`config.mk`:
```
export PLATFORM = sky130hd
export DESIGN_NAME = uart_rx
export DESIGN_NICKNAME = d
export VERILOG_FILES = /design/src/rtl/uart_rx.sv
export SDC_FILE = /design/constraint.sdc
export NUM_CORES = 1
export LEC_CHECK = 0
export BUFFER_PORTS_ARGS = -buffer_cell sky130_fd_sc_hd__clkbuf_2
export CAP_MARGIN = 20
export CORE_UTILIZATION = 55
export DETAILED_ROUTE_END_ITERATION = 8
export HOLD_SLACK_MARGIN = 0.1
export PLACE_DENSITY = 0.74
export SLEW_MARGIN = 10
export SYNTH_ARGS = -nofsm -noshare
export SYNTH_HDL_FRONTEND = slang
export SYNTH_SLANG_ARGS = --single-unit
```
`constraint.sdc`:
```
create_clock -name clk -period 5.83 [get_ports clk]
set_input_delay 0.583 -clock clk [delete_from_list [all_inputs] [get_ports clk]]
set_output_delay 0.583 -clock clk [all_outputs]
set_load 0.05 [all_outputs]
```
`src/rtl/uart_rx.sv`:
```
// uart_rx: 8N1 UART receiver with a 2-flop input synchronizer and bit-centre sampling.
// Define UART_RX_PARITY_EN to add an even-parity bit after data bit 7 and the rx_parity_err strobe.
module uart_rx #(
  parameter int CLK_DIV = 5208,
  parameter int CNT_W   = 13
) (
  input  logic       clk,
  input  logic       srst,
  input  logic       rx,
  output logic [7:0] rx_data,
  output logic       rx_valid,
  output logic       rx_frame_err,
`ifdef UART_RX_PARITY_EN
  output logic       rx_parity_err,
`endif
  output logic       rx_busy
);

  typedef enum logic [2:0] {
    IDLE      = 3'd0,
    START     = 3'd1,
    DATA      = 3'd2,
    STOP      = 3'd3,
`ifdef UART_RX_PARITY_EN
    PARITY    = 3'd5,
`endif
    WAIT_HIGH = 3'd4
  } state_t;

  localparam logic [CNT_W-1:0] HALF_LAST = CNT_W'(CLK_DIV / 2 - 1);
  localparam logic [CNT_W-1:0] FULL_LAST = CNT_W'(CLK_DIV - 1);

  // High when data bits plus the received parity bit do not XOR to zero.
  function automatic logic parity_bad(input logic [7:0] d, input logic p);
    return ^{d, p};
  endfunction

  logic [1:0]       sync_r;
  logic             rx_s;
  state_t           state_r, state_nxt_s;
  logic [CNT_W-1:0] cnt_r, cnt_nxt_s;
  logic [2:0]       bit_idx_r, bit_idx_nxt_s;
  logic [7:0]       shift_r, shift_nxt_s;
  logic             tick_s, half_tick_s;
  logic             valid_nxt_s, ferr_nxt_s;
`ifdef UART_RX_PARITY_EN
  logic             par_bit_r, par_bit_nxt_s;
`endif

  assign rx_s        = sync_r[1];
  assign tick_s      = (cnt_r == FULL_LAST);
  assign half_tick_s = (cnt_r == HALF_LAST);

  // State register, datapath registers and registered outputs.
  always_ff @(posedge clk) begin
    if (srst) begin
      sync_r        <= 2'b11;
      state_r       <= IDLE;
      cnt_r         <= '0;
      bit_idx_r     <= 3'd0;
      shift_r       <= 8'h00;
      rx_data       <= 8'h00;
      rx_valid      <= 1'b0;
      rx_frame_err  <= 1'b0;
      rx_busy       <= 1'b0;
`ifdef UART_RX_PARITY_EN
      par_bit_r     <= 1'b0;
      rx_parity_err <= 1'b0;
`endif
    end else begin
      sync_r        <= {sync_r[0], rx};
      state_r       <= state_nxt_s;
      cnt_r         <= cnt_nxt_s;
      bit_idx_r     <= bit_idx_nxt_s;
      shift_r       <= shift_nxt_s;
      rx_valid      <= valid_nxt_s;
      rx_frame_err  <= ferr_nxt_s;
      rx_busy       <= (state_nxt_s != IDLE);
      rx_data       <= valid_nxt_s ? shift_r : rx_data;
`ifdef UART_RX_PARITY_EN
      par_bit_r     <= par_bit_nxt_s;
      rx_parity_err <= valid_nxt_s & parity_bad(shift_r, par_bit_r);
`endif
    end
  end

  // Next-state logic.
  always_comb begin
    state_nxt_s = state_r;
    case (state_r)
      IDLE: begin
        if (!rx_s) state_nxt_s = START;
        else       state_nxt_s = IDLE;
      end
      START: begin
        // A start bit that is high again at mid-bit was a glitch.
        if (half_tick_s) state_nxt_s = rx_s ? IDLE : DATA;
        else             state_nxt_s = START;
      end
      DATA: begin
`ifdef UART_RX_PARITY_EN
        if (tick_s && bit_idx_r == 3'd7) state_nxt_s = PARITY;
`else
        if (tick_s && bit_idx_r == 3'd7) state_nxt_s = STOP;
`endif
        else                             state_nxt_s = DATA;
      end
`ifdef UART_RX_PARITY_EN
      PARITY: begin
        if (tick_s) state_nxt_s = STOP;
        else        state_nxt_s = PARITY;
      end
`endif
      STOP: begin
        if (tick_s) state_nxt_s = rx_s ? IDLE : WAIT_HIGH;
        else        state_nxt_s = STOP;
      end
      WAIT_HIGH: begin
        if (rx_s) state_nxt_s = IDLE;
        else      state_nxt_s = WAIT_HIGH;
      end
      default: state_nxt_s = IDLE;
    endcase
  end

  // Counter, bit index, shift register and strobe decode.
  always_comb begin
    cnt_nxt_s     = cnt_r;
    bit_idx_nxt_s = bit_idx_r;
    shift_nxt_s   = shift_r;
    valid_nxt_s   = 1'b0;
    ferr_nxt_s    = 1'b0;
`ifdef UART_RX_PARITY_EN
    par_bit_nxt_s = par_bit_r;
`endif
    case (state_r)
      IDLE: begin
        cnt_nxt_s = '0;
      end
      START: begin
        if (half_tick_s) begin
          cnt_nxt_s     = '0;
          bit_idx_nxt_s = 3'd0;
        end else begin
          cnt_nxt_s = cnt_r + CNT_W'(1);
        end
      end
      DATA: begin
        if (tick_s) begin
          cnt_nxt_s            = '0;
          shift_nxt_s[bit_idx_r] = rx_s;
          bit_idx_nxt_s        = (bit_idx_r == 3'd7) ? bit_idx_r : bit_idx_r + 3'd1;
        end else begin
          cnt_nxt_s = cnt_r + CNT_W'(1);
        end
      end
`ifdef UART_RX_PARITY_EN
      PARITY: begin
        if (tick_s) begin
          cnt_nxt_s     = '0;
          par_bit_nxt_s = rx_s;
        end else begin
          cnt_nxt_s = cnt_r + CNT_W'(1);
        end
      end
`endif
      STOP: begin
        if (tick_s) begin
          cnt_nxt_s   = '0;
          valid_nxt_s = rx_s;
          ferr_nxt_s  = ~rx_s;
        end else begin
          cnt_nxt_s = cnt_r + CNT_W'(1);
        end
      end
      WAIT_HIGH: begin
        cnt_nxt_s = '0;
      end
      default: begin
        cnt_nxt_s = '0;
      end
    endcase
  end

endmodule

```
==> impl_metrics.yaml <==
outcome:
  outcome: "complete, no violations"
worst_setup_path:
  cp_data_arrival_time_ns: 2.52
  crit_fanout: 9
  r2r_cells: 6
  crit_type: "flip-flop to flip-flop"
  cp-start-kind: "flip-flop"
  worstSetupEndpointType: "flip-flop"
  cp_data_required_time_ns: 6.07
  reg2reg_slack_ns: 3.56
synth:
  synth_edf_count: 0
  avgSynthCellArea_um2: 9.25
  syn_area_mm2: 0.00188
  synth_warnings: 0
  synth_top_area_cell: "dfxtp_1"
  synthTopCellsByCount: "40 x dfxtp_1, 20 x nand2_1, 18 x nor2_1"
  syn-num-nets: 209
  synth.most_common_cell: "dfxtp_1"
  ys_top_cells_by_area: "dfxtp_1 43%, mux2i_1 8.5%, xor2_1 4.7%"
  ys_types: 47
  synth_top_cell_area_share_pct: 42.7
  ys_seq_area_share_pct: 42.7
  ys.flop_type: "dfxtp_1"
  ys_async_sr_fraction_pct: 0
  ys_ff_latch: 40
  synthCells: 203
sta:
  finClkSkew_ns: 0.00941
  fin_setup_tns_ns: 0
  min_period_over_period_pct: 39.0
  max_freq_mhz: 440
  setup-violations-final: 0
  hold_viol_final: 0
  min_period_ns: 2.27
  maxSlewViolCount: 0
  tightestPinTransition_ns: 0.710
  relSlewSlack_pct: 52.0
  rsz0062_at_grt: "false"
cells_and_area:
  area_growth_syn_to_layout_pct: 7.27
  drive_gt1_share_pct: 13.1
  n_antenna_cell: 0
  fin_nets: 218
  final_util_pct: 63.8
global_route:
  grt_pass1_wl_mm: 6.20
  grtUsageMet1_pct: 27.5
  grt_max_degree: 20
  grt_antenna_before_repair: 0
  grt_use_met3_pct: 5.97
  grt_pass1_vias: 1429
  grt.overflow.total: 0
  busiest_layer: "met2"
  grtUsageTotal_pct: 23.0
  use_met2_pct: 38.9
routing:
  drc_errors: 0
  first_pass_iters: 4
  routed_via_density: 5.81
  first_iter_violations: 85
  wl_per_cell_um: 14.5
  drtAntennaViolNets: 0
  route.vias.total: 1493
  wl_mm: 3.72
clocking:
  htree_levels: 2
  cts_resized: 0
  cts_hold_buf: 0
  cts_setup_buffers: 0
  clk_path_buf_depth: 2
  clk_pin_slew_ns: 0.12
  clkLatencyLatePin_ns: 0.34
  cts_tree: "built"
  root_buffer: "clkbuf_4"
  cts_buffers: 5
  cts.sinks: 40
pwr:
  p_leak_nw: 0.811
  pwr_density_cell_mw_per_mm2: 224
  vdd_drop_max_uv: 154
floorplan:
  die_h_um: 60.4
  rows: 20
  initial_core_util_pct: 59.5
  coreArea_mm2: 0.00315
  num_io_pins: 14
  die_area_mm2: 0.00365
  fp.dieW_um: 60.4
place:
  gp_congestion: 0.893
  hpwl_mm: 2.72
  portBuffers: 13
job:
  maxCapViolations: 0
min_path:
  hold_class: "input port to flip-flop"
  hold_depth: 2
-- final timing paths --
path                                   to  startpoint
worst max-delay path             cnt_r[6]    cnt_r[0]
worst min-delay path            sync_r[0]          rx
worst max register to register   cnt_r[6]    cnt_r[0]
worst min register to register  sync_r[1]   sync_r[0]
-- metal layers --
| metal | part of all wire, % | vias to the layer above |
|---|---|---|
| met5 | 0 | - |
| met4 | 1.2 | 0 |
| met3 | 4.8 | 6 |
| met2 | 50 | 43 |
| met1 | 44 | 699 |
| li1 | - | 745 |
-- where the power goes --
group / total (mW) / switching, mW / internal, mW
Clock: 0.146 / 0.0890 / 0.0575
Combinational: 0.0223 / 0.0147 / 0.00762
Sequential: 0.281 / 0.00441 / 0.277
Total: 0.450 / 0.108 / 0.342
-- layout make-up --
type,instances,area (um^2)
tap,44,55.1
multi-input combinational,146,1000
timing repair buffer,14,72.6
fill,274,1140
clock inverter,2,10.0
sequential,40,801
inverter,5,18.8
clock buffer,6,51.3
-- registers in the layout (all words and copies together), names as in the netlist --
name	flops
bit_idx_r	3
cnt_r	13
rx_busy	1
rx_data	8
rx_frame_err	1
rx_valid	1
shift_r	8
state_r	3
sync_r	2
-- cell usage in the layout, fill, tap and decap left out, types with 2 or more instances in the layout --
| cell | count |
|---|---|
| clkbuf_2 | 13 |
| or3_1 | 2 |
| inv_1 | 4 |
| nand4bb_1 | 3 |
| o21ai_0 | 4 |
| clkinv_2 | 2 |
| and4_1 | 3 |
| clkbuf_4 | 5 |
| nand3_1 | 16 |
| or2_2 | 2 |
| ha_1 | 3 |
| nand4_1 | 5 |
| dfxtp_1 | 40 |
| xor2_1 | 10 |
| nor3b_1 | 4 |
| and2_1 | 4 |
| nor2_1 | 18 |
| a41oi_1 | 2 |
| nor4bb_1 | 5 |
| nand2_1 | 20 |
| nor4b_1 | 3 |
| nor3_1 | 3 |
| mux2i_1 | 16 |
-- per-stage QoR --
step | cells | cell area, um^2 | setup slack, ns | total power, mW | hold WS, ns
floorplan | 203 | 1880 | 3.89 | 0.304 | 0.389
global placement | 248 | 1940 | 3.50 | 0.308 | 0.404
detailed placement | 248 | 1940 | 3.30 | 0.309 | 0.402
CTS | 256 | 2010 | 3.29 | 0.450 | 0.418
global route | 257 | 2010 | 3.31 | 0.469 | 0.401
finish | 257 | 2010 | 3.56 | 0.450 | 0.414
-- critical path: stages (launching register included) --
cell	delay, ns
dfxtp_1	0.37
ha_1	0.34
nor4bb_1	0.53
a31oi_1	0.21
o221ai_1	0.41
buf_4	0.25
nor2_1	0.06
-- cell families (layout without fill, tap and decap cells) --
group | after synthesis | after routing | synth area share (%)
simple gates | 99 | 99 | 31.2
flops | 40 | 40 | 42.7
compound gates | 17 | 17 | 6.67
buf+inv | 17 | 27 | 3.80
mux | 16 | 16 | 8.53
xor+xnor | 11 | 11 | 5.13
fa+ha+maj | 3 | 3 | 2.00
(Power assumes the default switching activity.)
